--- config.mk ---
export PLATFORM = sky130hd
export DESIGN_NAME = ir_key_filter
export DESIGN_NICKNAME = d
export VERILOG_FILES = /design/src/rtl/ir_key_filter.sv
export SDC_FILE = /design/constraint.sdc
export NUM_CORES = 1
export LEC_CHECK = 0
export ABC_AREA = 0
export BUFFER_PORTS_ARGS = -buffer_cell sky130_fd_sc_hd__buf_4
export CORE_MARGIN = 5
export CORE_UTILIZATION = 54
export CTS_CLUSTER_SIZE = 16
export DETAILED_ROUTE_END_ITERATION = 12
export PLACE_DENSITY = 0.79
export SYNTH_ARGS = -nofsm -noshare
export SYNTH_HDL_FRONTEND = slang
export SYNTH_SLANG_ARGS = --single-unit
export TNS_END_PERCENT = 1
--- constraint.sdc ---
create_clock -name clk -period 3.5 [get_ports clk]
set_input_delay 0.175 -clock clk [delete_from_list [all_inputs] [get_ports clk]]
set_output_delay 0.175 -clock clk [all_outputs]
set_load 0.02 [all_outputs]
--- src/rtl/ir_key_filter.sv ---
// ir_key_filter: checks decoded NEC frames and turns them into key press,
// repeat and release events with a hold timeout.
//
// state | meaning
// IDLE  | no key held, waiting for the first good frame
// HELD  | key held, hold timer counting down to release
module ir_key_filter #(
   parameter int CLK_FREQ = 50_000_000,
   parameter int HOLD_MS  = 120,
   parameter int CHK_ADDR = 1
) (
   input  logic        clk,
   input  logic        rst_n,
   input  logic [31:0] ir_data,
   input  logic        ir_data_vld,
   output logic [7:0]  key_addr,
   output logic [7:0]  key_cmd,
   output logic        key_vld,
   output logic        key_rpt,
   output logic        key_rel,
   output logic        key_hold,
   output logic [7:0]  rpt_cnt,
   output logic [7:0]  err_cnt
);

   localparam int TMO = CLK_FREQ / 1000 * HOLD_MS;
   localparam int TW  = (TMO > 1) ? $clog2(TMO) : 1;
   localparam logic [TW-1:0] TMO_LD = TW'(TMO - 1);

   typedef enum logic {IDLE, HELD} state_t;

   state_t          state_q, state_d;
   logic [TW-1:0]   tmr_q, tmr_d;
   logic [7:0]      addr_d, cmd_d, rpt_cnt_d, err_cnt_d;
   logic            vld_d, rpt_d, rel_d;

   logic [7:0] f_addr, f_naddr, f_cmd, f_ncmd;
   logic       addr_ok, frame_good, frame_bad, same_key, tmr_tc;

   assign f_addr     = ir_data[7:0];
   assign f_naddr    = ir_data[15:8];
   assign f_cmd      = ir_data[23:16];
   assign f_ncmd     = ir_data[31:24];
   assign addr_ok    = (CHK_ADDR == 0) || (f_addr == ~f_naddr);
   assign frame_good = ir_data_vld && (f_cmd == ~f_ncmd) && addr_ok;
   assign frame_bad  = ir_data_vld && !frame_good;
   assign same_key   = (f_addr == key_addr) && (f_cmd == key_cmd);
   assign tmr_tc     = (tmr_q == '0);

   always_comb begin
      state_d   = state_q;
      tmr_d     = tmr_q;
      addr_d    = key_addr;
      cmd_d     = key_cmd;
      rpt_cnt_d = rpt_cnt;
      vld_d     = 1'b0;
      rpt_d     = 1'b0;
      rel_d     = 1'b0;
      err_cnt_d = (frame_bad && err_cnt != 8'hFF) ? err_cnt + 8'd1 : err_cnt;

      case (state_q)
         IDLE: begin
            if (frame_good) begin
               addr_d    = f_addr;
               cmd_d     = f_cmd;
               rpt_cnt_d = 8'd0;
               vld_d     = 1'b1;
               tmr_d     = TMO_LD;
               state_d   = HELD;
            end
         end
         HELD: begin
            // a good frame always wins over the terminal count
            if (frame_good) begin
               tmr_d = TMO_LD;
               if (same_key) begin
                  rpt_d = 1'b1;
                  if (rpt_cnt != 8'hFF) rpt_cnt_d = rpt_cnt + 8'd1;
               end else begin
                  addr_d    = f_addr;
                  cmd_d     = f_cmd;
                  rpt_cnt_d = 8'd0;
                  vld_d     = 1'b1;
               end
            end else if (tmr_tc) begin
               rel_d   = 1'b1;
               state_d = IDLE;
            end else begin
               tmr_d = tmr_q - TW'(1);
            end
         end
         default: state_d = IDLE;
      endcase
   end

   always_ff @(posedge clk or negedge rst_n) begin
      if (!rst_n) begin
         state_q  <= IDLE;
         tmr_q    <= '0;
         key_addr <= 8'd0;
         key_cmd  <= 8'd0;
         key_vld  <= 1'b0;
         key_rpt  <= 1'b0;
         key_rel  <= 1'b0;
         rpt_cnt  <= 8'd0;
         err_cnt  <= 8'd0;
      end else begin
         state_q  <= state_d;
         tmr_q    <= tmr_d;
         key_addr <= addr_d;
         key_cmd  <= cmd_d;
         key_vld  <= vld_d;
         key_rpt  <= rpt_d;
         key_rel  <= rel_d;
         rpt_cnt  <= rpt_cnt_d;
         err_cnt  <= err_cnt_d;
      end
   end

   assign key_hold = (state_q == HELD);

endmodule

Yosys cells after proc, flatten, opt, wreduce, memory -nomap -nowiden
Index checks and enable logic that the tools add are counted.
{"block": "classes", "add_sub_neg": 3, "shift": 0, "div": 0, "mul": 0, "n_mux": 30, "n_reduce_logical": 10, "order_cmp": 0, "n_bitwise": 3, "n_eq_ne": 11}
{"op": "8-bit 2-to-1 mux", "count": 10}
{"op": "23-bit 2-to-1 mux", "count": 3}
{"op": "8-bit one-hot mux with 2 select lines", "count": 3}
{"op": "23-bit one-hot mux with 2 select lines", "count": 1}
{"op": "8-bit == test", "count": 4}
{"op": "23-bit zero test", "count": 1}
{"op": "23-bit by 1-bit subtractor with 23-bit output, second input constant", "count": 1}
{"op": "8-bit by 1-bit adder with 8-bit output, second input constant", "count": 2}
{"op": "8-bit != test, second input constant", "count": 2}
{"op": "8-bit NOT", "count": 2}
{"op": "1-bit 2-to-1 mux", "count": 11}
{"op": "3-bit AND reduction", "count": 2}
{"op": "1-bit logical AND", "count": 5}
{"op": "2-bit != test, second input constant", "count": 2}
{"op": "1-bit one-hot mux with 2 select lines", "count": 2}
{"op": "3-bit by 2-bit != test with 1-bit output, second input constant", "count": 1}
{"op": "3-bit != test, second input constant", "count": 1}
{"op": "2-bit by 1-bit != test with 1-bit output, second input constant", "count": 1}
{"op": "2-bit AND reduction", "count": 1}
{"op": "1-bit zero test", "count": 1}
{"op": "1-bit NOT", "count": 1}
{"block": "totals", "word_cells": 66, "mem_bits_ro": 0, "n_memories": 0, "ram_bits": 0, "reg_bits": 59, "in_bits": 35, "output_inout_bits": 36, "latch_bits": 0}

Logic depth before layout (Yosys ltp)
Gate-level depths: netlist of run 1.
{"block": "logic_depth", "word_depth": 7, "depth_mapped": 10, "mapped_depth_nobuf": 8}

Worst setup path before layout of run 1
OpenSTA, ideal clock, no wires.
{"block": "synth_path", "path_type": "register -> register", "startpoint": "register tmr_q[19]", "endpoint": "register tmr_q[5]", "setup_ns": 0.119, "stages_incl_launch_ff": 8, "t_required_ns": 3.381, "n_path_buf": 1, "t_arrival_ns": 2.329, "slack_ns": 1.052, "synth_period_minus_slack_ns": 2.448, "path_cell_list": "dfrtp_1 -> or4_4 -> or4_4 -> o41ai_4 -> buf_6 -> nor3_2 -> xnor2_2 -> nand2_1"}
{"block": "synth_between", "elab_chain_cells": 3}
{"element": "from (decl)", "line_no": "33", "source": "logic [TW-1:0] tmr_q, tmr_d;"}
{"element": "from (signal assigned)", "line_no": "109", "source": "tmr_q <= tmr_d;"}
{"element": "23-bit zero test", "line_no": "48", "source": "assign tmr_tc = (tmr_q == '0);"}
{"element": "3-bit != test (no source line)"}
{"element": "2-bit AND reduction (no source line)"}
No other way between the ends.
A chain may end at the register's enable or synchronous reset.

Worst setup path after layout of run 1
{"block": "layout_path", "startpoint": "register tmr_q[19]", "endpoint": "register tmr_q[17]"}
The elaborated chain is that of the path after synthesis.

==> impl_results.md, run 1 <==
* Largest net degree at the start of global routing at 60
* VDD IR max at 298 µV
* GRT Total Usage at 0.205
* XOR/XNOR share of the synthesized area at 0.150
* #FFs+latches synth at 59
* Antenna violations before repair at 0
* Final TNS setup at 0 ns
* Rows at 27
* Main synth FF type: dfrtp_1
* CTS tree: yes
* Starting Density at 0.564
* Syn_area_per_cell at 10.6 µm²
* Worst Hold Class: in2reg
* Per-cell routed wire length at 15.8 µm
* Pins over their slew limit at 0
* DR iter-0 viols at 152
* Simple logic cell fraction of the synthesized area at 0.202
* Number of synthesized flops with an enable pin at 0
* Max frequency at 0.365 GHz
* Fill cells at 423
* DP HPWL at 5.11 mm
* Startpoint types: flip-flop
* DRT Pass-1 Iters at 4
* Critical Path End Type: flip-flop
* DRT Wirelength at 7.13 mm
* Via count at 2458
* Die Wd at 86.3 µm
* Global-route wire length before repair at 11.8 mm
* Slew margin rel. at 0.510
* Unrepaired setup endpoints after global routing: no
* Clock Pin Slew Worst Setup and Hold Paths at 0.06 ns
* Port-buffer cells at 70
* Most used cell along the critical path: or4_4
* TritonCTS buffer count at 9
* Min Clock Period, post-route at 2.74 ns
* Remaining DRCs at 0
* CP top delay family: simple AND/OR/NAND/NOR gates
* Delay of the slowest critical-path stage at 0.57 ns
* Adder-Cell Fraction of Synth Area at 0.0119
* Number of global-route vias before repair at 2452
* Status: finished, final reports clean
* Compound-Gate Fraction of Synth Area at 0.0661
* Hold buffers post-CTS at 1
* Cell Area, Synth at 3140 µm²
* Post-layout util at 0.709
* Slowest-stage cell, CP: or4_4
* Diodes inserted at 0
* Final Hold Viols at 0
* Largest family of logic cells by synthesized area: simple AND/OR/NAND/NOR gates
* RePlAce Congestion at 0.800
* Max Cap Violations at 0
* Final setup fails at 0
* Actual slew at the worst max-slew pin at 0.736 ns
* Die span in y at 86.3 µm
* Routed Antenna Nets at 0
* I/O pins at 71
* Most frequent cells in the layout: buf_4 (74), dfrtp_1 (59), xnor2_1 (30), nand2_1 (30), xor2_1 (22)
* Lkg Pwr at 1.76 nW
* PostCTS Resize Cnt at 0
* Kind of critical path: reg2reg
* Fin nets at 413
* Post-synthesis sequential area ratio at 0.470
* Area Growth Syn to Fin at 25.6%
* Worst Path Buf+Inv at 1
* Clk_lat worst skew at 0.33 ns
* Critical Path Fanout Max at 11
* Cells after Synth at 297
* Area after DPL at 3720 µm²
* DIE AREA at 7450 µm²
* Tcrit/Tclk final at 0.783
* CTS Root Cell: clkbuf_8
* Syn nets at 335
* Worst hold margin at 0.101 ns
* Share of cells above drive strength 1 at 0.322
* Multiplexer share of the synthesized area at 0.0712
* Max clock buf depth at 2
* Post-CTS setup buffer count at 0
* H-tree Lvls at 3
* Most common cell after layout, fill and taps aside: buf_4
* CTS sink cnt at 59
* Asr flop ratio synth at 1.00
* Core area at 5570 µm²
* CP Data Arrival Time at 2.95 ns
* Pwr dens at 451 nW/µm²
* Vias per cell at 5.45
* Critical Path RT at 3.71 ns
* Crit-path cells: or4_4, or4_4, o41ai_4, buf_4, nor4_1, xnor2_1, nand2_1
* Yosys warning count at 0
* Grt total ovfl at 0
* Design area at 3950 µm²
* Final Skew at 0.00344 ns
* Post-synth cell types at 46
-- tightest hold or removal path: cells and delay by family --
kind | cells | cell delay (ns)
buffers and inverters | 1 | 0.11
AND/OR/NAND/NOR | 2 | 0.12
-- per-stage QoR --
| stage | setup WS, ns | power (mW) | std cells |
|---|---|---|---|
| finish | 0.761 | 1.78 | 451 |
| global route | 0.567 | 1.87 | 451 |
| CTS | 0.773 | 1.80 | 451 |
| detailed placement | 0.839 | 1.12 | 435 |
| global placement | 0.872 | 1.11 | 435 |
| floorplan | 1.05 | 0.970 | 297 |
-- per-layer routing --
metal,part of all wire,global-route usage
met5,0,0
met4,0.015,0.0864
met3,0.069,0.0589
met2,0.49,0.338
met1,0.43,0.251
-- layout make-up --
cell class / instances / area [µm²] / area share
clock buffers: 10 / 138 / 0.0348
clock inverters: 5 / 77.6 / 0.0196
inverters: 7 / 26.3 / 0.00665
multi-input cells: 223 / 1580 / 0.399
flip-flops and latches: 59 / 1480 / 0.374
well taps: 72 / 90.1 / 0.0228
repair buffers: 75 / 566 / 0.143
-- flip-flops by register name, indices dropped and copies added (netlist names) --
signal and flops:
err_cnt 8, key_addr 8, key_cmd 8, key_hold 1, key_rel 1, key_rpt 1
key_vld 1, rpt_cnt 8, tmr_q 23
-- where the power goes --
part / internal, mW / switching, mW
combinational: 0.152 / 0.150
sequential: 0.739 / 0.0674
clock: 0.413 / 0.258
-- kinds of logic (layout without fill, tap and decap cells) --
kind of cell,Yosys count,count (layout)
buffers and inverters,15,97
AO/OA/AOI/OAI,28,28
XOR/XNOR,53,53
adder cells (fa/ha/maj),3,3
flip-flops,59,59
AND/OR/NAND/NOR,119,119
multiplexers,20,20
-- cells in the mapped netlist, types with 3 or more instances --
cell type	count	area (µm²)
nor2_1	20	75.1
and3_1	7	43.8
or2_2	4	25.0
a21oi_1	7	35.0
ha_1	3	37.5
a21o_1	4	30.0
nor3_1	6	30.0
dfrtp_1	59	1480
xnor2_1	30	263
xor2_1	22	193
nand4_1	9	56.3
or4_1	4	30.0
mux2_2	19	214
nor4_1	10	62.6
inv_1	7	26.3
nand3_1	11	55.1
o21ai_0	3	15.0
nand2_1	30	113
buf_6	3	33.8
-- final timing paths --
kind / from / end / slack [ns] / cells past startpoint
hold reg to reg: err_cnt[4]$_DFFE_PN0P_ / err_cnt[4]$_DFFE_PN0P_ / 0.52 / 1
setup reg to reg: tmr_q[19]$_DFFE_PN0P_ / tmr_q[17]$_DFFE_PN0P_ / 0.76 / 7
setup / recovery: tmr_q[19]$_DFFE_PN0P_ / tmr_q[17]$_DFFE_PN0P_ / 0.76 / 7
min in group asynchronous: rst_n / err_cnt[0]$_DFFE_PN0P_ / 0.44 / 2
max in group asynchronous: rst_n / key_addr[0]$_DFFE_PN0P_ / 2.56 / 2
hold / removal: ir_data[20] / key_cmd[4]$_DFFE_PN0P_ / 0.10 / 3
Note: power is estimated with default switching activity, not from simulation.
==> inputs of run 2 (changes only) <==
Clock period 3.5 ns to 2.6 ns, I/O delays scaled along.
==> run 2 against run 1 <==
  * Sequential share of layout area down 0.44 points
  * Highest routed layer unchanged
  * Clock power up 35%
  * Critical path type unchanged
  * Clock skew up 0.0025 ns
  * Sequential cell count unchanged
  * Global-route usage up 0.56 points
==> impl_results.md, run 2 (synthesis results as in run 1) <==
* Status: finished, final reports clean (unchanged)
* Fill cells at 436 (was 423)
* FF+latch area at 1480 µm² (unchanged)
* Crit-path cells: inv_1, ha_1, or3b_2, or2_4, o41ai_4, buf_4, nor4_1, xnor2_1, nand2_1 (was or4_4, or4_4, o41ai_4, buf_4, nor4_1, xnor2_1, nand2_1)
* Pins over their slew limit at 0 (unchanged)
* Lkg Pwr at 1.80 nW (was 1.76 nW)
* Largest Register: tmr_q (unchanged)
* Final setup fails at 0 (unchanged)
* Multi-input gate area at 1580 µm² (about the same)
* Final Hold Viols at 0 (unchanged)
* Clock Pin Slew Worst Setup and Hold Paths at 0.07 ns (was 0.06 ns)
* CTS tree: yes (unchanged)
* Die Wd at 86.3 µm (unchanged)
* TritonCTS buffer count at 9 (unchanged)
* Delay of the slowest critical-path stage at 0.47 ns (was 0.57 ns)
* VDD IR max at 457 µV (was 298 µV)
* Int Power at 1.73 mW (was 1.30 mW)
* Crit path from: tmr_q[0]$_DFFE_PN0P_ (was tmr_q[19]$_DFFE_PN0P_)
* Post-Place Worst Slack at 0.0787 ns (was 0.839 ns)
* Unrepaired setup endpoints after global routing: no (unchanged)
* H-tree Lvls at 3 (unchanged)
* Final TNS setup at 0 ns (unchanged)
* Port-buffer cells at 70 (unchanged)
* Worst Hold Class: in2reg (unchanged)
* Combinational power share at 0.168 (was 0.170)
* Area Growth Syn to Fin at 27.1% (was 25.6%)
* Vias per cell at 5.51 (was 5.45)
* Clk_lat worst skew at 0.35 ns (was 0.33 ns)
* DP HPWL at 5.28 mm (was 5.11 mm)
* Switching Fraction at 0.278 (was 0.267)
* Pwr dens at 600 nW/µm² (was 451 nW/µm²)
* Via count at 2531 (was 2458)
* CP Data Arrival Time at 2.67 ns (was 2.95 ns)
* Number of flip-flops in the largest register at 23 (unchanged)
* Fin nets at 420 (was 413)
* Slowest-stage cell, CP: or3b_2 (was or4_4)
* Critical hold path startpoint: ir_data[20] (unchanged)
* Starting Density at 0.564 (unchanged)
* DRT Pass-1 Iters at 4 (unchanged)
* Flop pwr share at 0.454 (was 0.453)
* Core area at 5570 µm² (unchanged)
* Tcrit/Tclk final at 0.938 (was 0.783)
* Most common cell after layout, fill and taps aside: buf_4 (unchanged)
* Critical R2R Launch: tmr_q[0]$_DFFE_PN0P_ (was tmr_q[19]$_DFFE_PN0P_)
* Critical Path End Type: flip-flop (unchanged)
* Max clock buf depth at 2 (unchanged)
* CP top delay family: simple AND/OR/NAND/NOR gates (unchanged)
* Rows at 27 (unchanged)
* Number of global-route vias before repair at 2526 (was 2452)
* Actual slew at the worst max-slew pin at 0.718 ns (was 0.736 ns)
* Diodes inserted at 0 (unchanged)
* Grt total ovfl at 0 (unchanged)
* I/O pins at 71 (unchanged)
* DIE AREA at 7450 µm² (unchanged)
* Worst Path Buf+Inv at 2 (was 1)
* Critical Path Fanout Max at 4 (was 11)
* Die span in y at 86.3 µm (unchanged)
* Global-route wire length before repair at 12.2 mm (was 11.8 mm)
* Antenna violations before repair at 0 (unchanged)
* Slew margin rel. at 0.521 (was 0.510)
* DRT Wirelength at 7.25 mm (was 7.13 mm)
* CTS sink cnt at 59 (unchanged)
* Startpoint types: flip-flop (unchanged)
* Post-CTS setup buffer count at 0 (unchanged)
* Share of total power in the clock network at 0.377 (about the same)
* Min Clock Period, post-route at 2.44 ns (was 2.74 ns)
* Critical Path RT at 2.83 ns (was 3.71 ns)
* GRT Total Usage at 0.211 (was 0.205)
* Max Cap Violations at 0 (unchanged)
* Psw at 0.667 mW (was 0.476 mW)
* DR iter-0 viols at 118 (was 152)
* Most frequent cells in the layout: buf_4 (81), dfrtp_1 (59), xnor2_1 (30), nand2_1 (30), xor2_1 (22) (was buf_4 (74), dfrtp_1 (59), xnor2_1 (30), nand2_1 (30), xor2_1 (22))
* Remaining DRCs at 0 (unchanged)
* Kind of critical path: reg2reg (unchanged)
* PnR worst setup slack at 0.161 ns (was 0.761 ns)
* Per-cell routed wire length at 15.8 µm (about the same)
* RePlAce Congestion at 0.805 (was 0.800)
* Largest net degree at the start of global routing at 60 (unchanged)
* CTS Root Cell: clkbuf_8 (unchanged)
* Share of cells above drive strength 1 at 0.333 (was 0.322)
* Max frequency at 0.410 GHz (was 0.365 GHz)
* Routed Antenna Nets at 0 (unchanged)
* Final Skew at 0.00595 ns (was 0.00344 ns)
-- run 2: cell types whose count changed in the layout (fill, tap and decap cells not counted) --
cell        change
clkbuf_8        -1
clkinv_2        +2
clkbuf_1        +1
or2_2           -1
clkinvlp_4      -1
buf_4           +7
or2_4           +1
-- run 2: path summary, 6_finish.rpt --
| check | to | slack (ns) | depth (start not counted) |
|---|---|---|---|
| min in group asynchronous | err_cnt[6]$_DFFE_PN0P_ | 0.39 | 2 |
| min | key_cmd[4]$_DFFE_PN0P_ | 0.02 | 3 |
| min reg2reg | err_cnt[5]$_DFFE_PN0P_ | 0.50 | 1 |
| max reg2reg | tmr_q[17]$_DFFE_PN0P_ | 0.16 | 9 |
| max | tmr_q[17]$_DFFE_PN0P_ | 0.16 | 9 |
| max in group asynchronous | tmr_q[17]$_DFFE_PN0P_ | 1.74 | 2 |
-- run 2: per-stage QoR --
stage	instances	area, µm²	hold slack (ns)	utilization	power, mW
5_1_grt	459	4000	0.0267	0.717	2.51
2_1_floorplan	297	3140	-0.166	-	1.31
4_1_cts	459	4000	0.0168	0.717	2.42
6_report	459	4000	0.0229	0.717	2.40
3_3_place_gp	442	3780	0.242	0.678	1.49
3_5_place_dp	442	3780	0.240	0.678	1.51
-- run 2: layout make-up --
type,count,area share
Inverter,7,0.00657
Tap cell,72,0.0225
Clock buffer,10,0.0319
Clock inverter,6,0.0200
Timing Repair Buffer,82,0.155
Sequential cell,59,0.369
Multi-Input combinational cell,223,0.395
-- run 2: power by group through the flow --
stage / sequential (mW) / clock [mW] / combinational (mW)
floorplan: 1.15 / 0 / 0.157
global placement: 1.10 / 0 / 0.397
detailed placement: 1.11 / 0 / 0.408
CTS: 1.09 / 0.922 / 0.412
global route: 1.10 / 0.966 / 0.442
finish: 1.09 / 0.904 / 0.404
-- run 2: timing repair --
item                                    in CTS  in global routing
endpoints found under the hold margin       59                  0
resized for setup                            0                  1
endpoints found under the setup margin       0                  6
hold buffers                                 1                  0
-- run 2: layer usage --
| metal | track usage | vias up | part of all wire |
|---|---|---|---|
| met3 | 0.0665 | 11 | 0.082 |
| li1 | - | 1220 | - |
| met5 | 0 | - | 0 |
| met4 | 0.102 | 0 | 0.018 |
| met2 | 0.329 | 83 | 0.48 |
| met1 | 0.265 | 1217 | 0.42 |
-- run 2: worst min-delay path, cell delays in order --
cell and delay, ns:
buf_4 0.11, nand2_1 0.05, nand2_1 0.06
==> inputs of run 3 (changes only) <==
Clock period 2.6 ns to 2.4 ns, I/O delays scaled along.
==> run 3 against run 2 <==
  * The flow now finishes with violations (setup timing)
  * Register-to-register slack got worse by 0.18 ns
  * Clock power decreased by 18%
  * Via count is 1.5% higher
  * Hold slack improved by 0.018 ns
  * Utilization rose by 0.45 points
  * Fmax increased by 0.88%
  * Sequential share of layout area fell by 0.23 points
  * Final area is 0.63% higher
  * Global-route usage is 0.40 points lower
  * Sequential power is 8% higher
  * Cell count rose by 0.87%
  * Critical path type unchanged
  * Largest power group unchanged
  * Highest routed layer unchanged
==> impl_results.md, run 3 (synthesis results as in run 1) <==
* Status: finished with violations (was finished, final reports clean)
* Failing checks: setup timing
* DIE AREA at 7450 µm² (unchanged)
* Unrepaired setup endpoints after global routing: yes (was no)
* Multi-input gate area at 1590 µm² (was 1580 µm²)
* Power after layout at 2.36 mW (was 2.40 mW)
* Flop pwr share at 0.499 (was 0.454)
* Number of global-route vias before repair at 2567 (was 2526)
* Max Cap Violations at 0 (unchanged)
* Clk_lat worst skew at 0.33 ns (was 0.35 ns)
* Share of total power in the clock network at 0.315 (was 0.377)
* CTS Root Cell: clkbuf_8 (unchanged)
* FF+latch area at 1480 µm² (unchanged)
* Int Power at 1.69 mW (was 1.73 mW)
* DP HPWL at 5.30 mm (was 5.28 mm)
* Antenna violations before repair at 0 (unchanged)
* Vias per cell at 5.55 (was 5.51)
* Kind of critical path: reg2reg (unchanged)
* DR iter-0 viols at 141 (was 118)
* I/O pins at 71 (unchanged)
* Via count at 2569 (was 2531)
* H-tree Lvls at 3 (unchanged)
* Startpoint types: flip-flop (unchanged)
* Global-route wire length before repair at 12.1 mm (was 12.2 mm)
* Number of flip-flops in the largest register at 23 (unchanged)
* Largest net degree at the start of global routing at 60 (unchanged)
* Most common cell after layout, fill and taps aside: buf_4 (unchanged)
* Critical Path End Type: flip-flop (unchanged)
* Final Skew at 0.00674 ns (was 0.00595 ns)
* Largest Register: tmr_q (unchanged)
* CTS sink cnt at 59 (unchanged)
* Switching Fraction at 0.284 (was 0.278)
* Port-buffer cells at 70 (unchanged)
* CTS tree: yes (unchanged)
* Lkg Pwr at 1.81 nW (was 1.80 nW)
* Max clock buf depth at 2 (unchanged)
* Combinational power share at 0.186 (was 0.168)
* Psw at 0.670 mW (was 0.667 mW)
* Hold Crit Depth at 3 (unchanged)
* GRT Total Usage at 0.207 (was 0.211)
* Fin nets at 427 (was 420)
* Pins over their slew limit at 0 (unchanged)
* Share of cells above drive strength 1 at 0.343 (was 0.333)
* Per-cell routed wire length at 15.6 µm (was 15.8 µm)
* Post-layout util at 0.722 (was 0.717)
* Max frequency at 0.414 GHz (was 0.410 GHz)
* Rows at 27 (unchanged)
* Final Hold Viols at 0 (unchanged)
* Tcrit/Tclk final at 1.01 (was 0.938)
* Die Wd at 86.3 µm (unchanged)
* Clock Pin Slew Worst Setup and Hold Paths at 0.06 ns (was 0.07 ns)
* Die span in y at 86.3 µm (unchanged)
* Placed insts at 447 (was 442)
* Starting Density at 0.564 (unchanged)
* Fin cells at 463 (was 459)
* Grt total ovfl at 0 (unchanged)
* Routed Antenna Nets at 0 (unchanged)
* Area Growth Syn to Fin at 27.9% (was 27.1%)
* Diodes inserted at 0 (unchanged)
* Core area at 5570 µm² (unchanged)
* PnR worst setup slack at -0.0178 ns (was 0.161 ns)
* Critical Path RT at 2.61 ns (was 2.83 ns)
* Actual slew at the worst max-slew pin at 0.742 ns (was 0.718 ns)
* Final setup fails at 1 (was 0)
* DRT Wirelength at 7.22 mm (was 7.25 mm)
* VDD IR max at 456 µV (was 457 µV)
* Fill cells at 434 (was 436)
* Critical Path Fanout Max at 11 (was 4)
* R2R depth at 7 (was 9)
* DRT Pass-1 Iters at 4 (unchanged)
* Pwr dens at 586 nW/µm² (was 600 nW/µm²)
* Worst Hold Class: in2reg (unchanged)
* Most frequent cells in the layout: buf_4 (86), dfrtp_1 (59), nand2_1 (30) (was buf_4 (81), dfrtp_1 (59), xnor2_1 (30), nand2_1 (30), xor2_1 (22))
* Min Clock Period, post-route at 2.42 ns (was 2.44 ns)
* Remaining DRCs at 0 (unchanged)
* CP Data Arrival Time at 2.63 ns (was 2.67 ns)
* Slew margin rel. at 0.505 (was 0.521)
* RePlAce Congestion at 0.810 (was 0.805)
* TritonCTS buffer count at 9 (unchanged)
-- run 3: power groups by stage --
| stage | clock, mW | combinational, mW | sequential [mW] |
|---|---|---|---|
| 2_1_floorplan | 0 | 0.171 | 1.24 |
| 3_3_place_gp | 0 | 0.430 | 1.19 |
| 3_5_place_dp | 0 | 0.445 | 1.20 |
| 4_1_cts | 0.759 | 0.447 | 1.18 |
| 5_1_grt | 0.804 | 0.481 | 1.19 |
| 6_report | 0.741 | 0.439 | 1.18 |
-- run 3: repair_timing --
item / in CTS / in global routing
cloned: 0 / 0
resized for setup: 2 / 2
setup endpoints to repair: 6 / 10
setup buffers: 0 / 2
hold buffers: 1 / 0
hold endpoints to repair: 59 / 0
-- run 3: cell type report --
cell class	count	share of cell area
inverter	7	0.00653
timing repair buffer	89	0.171
clock buffer	13	0.0370
tap	72	0.0224
multi-input combinational	223	0.396
sequential	59	0.367
-- run 3: worst max-delay path: stages (launching register included) --
cell and delay (ns):
dfrtp_1 0.40, or4_4 0.54, or4_4 0.56, o41ai_4 0.27, buf_6 0.20, nor3_1 0.08
xnor2_1 0.18, nand2_1 0.07
-- run 3: final timing paths --
| kind | start | slack (ns) | end |
|---|---|---|---|
| min in group asynchronous | rst_n | 0.39 | err_cnt[0]$_DFFE_PN0P_ |
| setup reg to reg | tmr_q[19]$_DFFE_PN0P_ | -0.02 | tmr_q[19]$_DFFE_PN0P_ |
| hold / removal | ir_data[20] | 0.04 | key_cmd[4]$_DFFE_PN0P_ |
| hold reg to reg | err_cnt[5]$_DFFE_PN0P_ | 0.49 | err_cnt[5]$_DFFE_PN0P_ |
| setup / recovery | tmr_q[19]$_DFFE_PN0P_ | -0.02 | tmr_q[19]$_DFFE_PN0P_ |
| max in group asynchronous | rst_n | 1.51 | tmr_q[7]$_DFFE_PN0P_ |
-- run 3: stage by stage --
| stage | TNS (ns) | cell area (µm²) | hold WS (ns) | worst slack, ns |
|---|---|---|---|---|
| after detailed placement | -0.0676 | 3830 | 0.233 | -0.0514 |
| final | -0.0178 | 4020 | 0.0408 | -0.0178 |
| after global placement | 0 | 3830 | 0.231 | 0.0420 |
| after global routing | -0.274 | 4020 | 0.0415 | -0.0843 |
| after CTS | -0.0499 | 4000 | 0.0249 | -0.0499 |
| after floorplan | 0 | 3150 | -0.176 | 0.00315 |
-- run 3: per-layer routing --
layer / part of all wire / vias up / track usage
met5: 0 / - / 0
met2: 0.49 / 87 / 0.336
met1: 0.42 / 1235 / 0.256
met3: 0.074 / 11 / 0.0675
met4: 0.017 / 0 / 0.0793
li1: - / 1236 / -
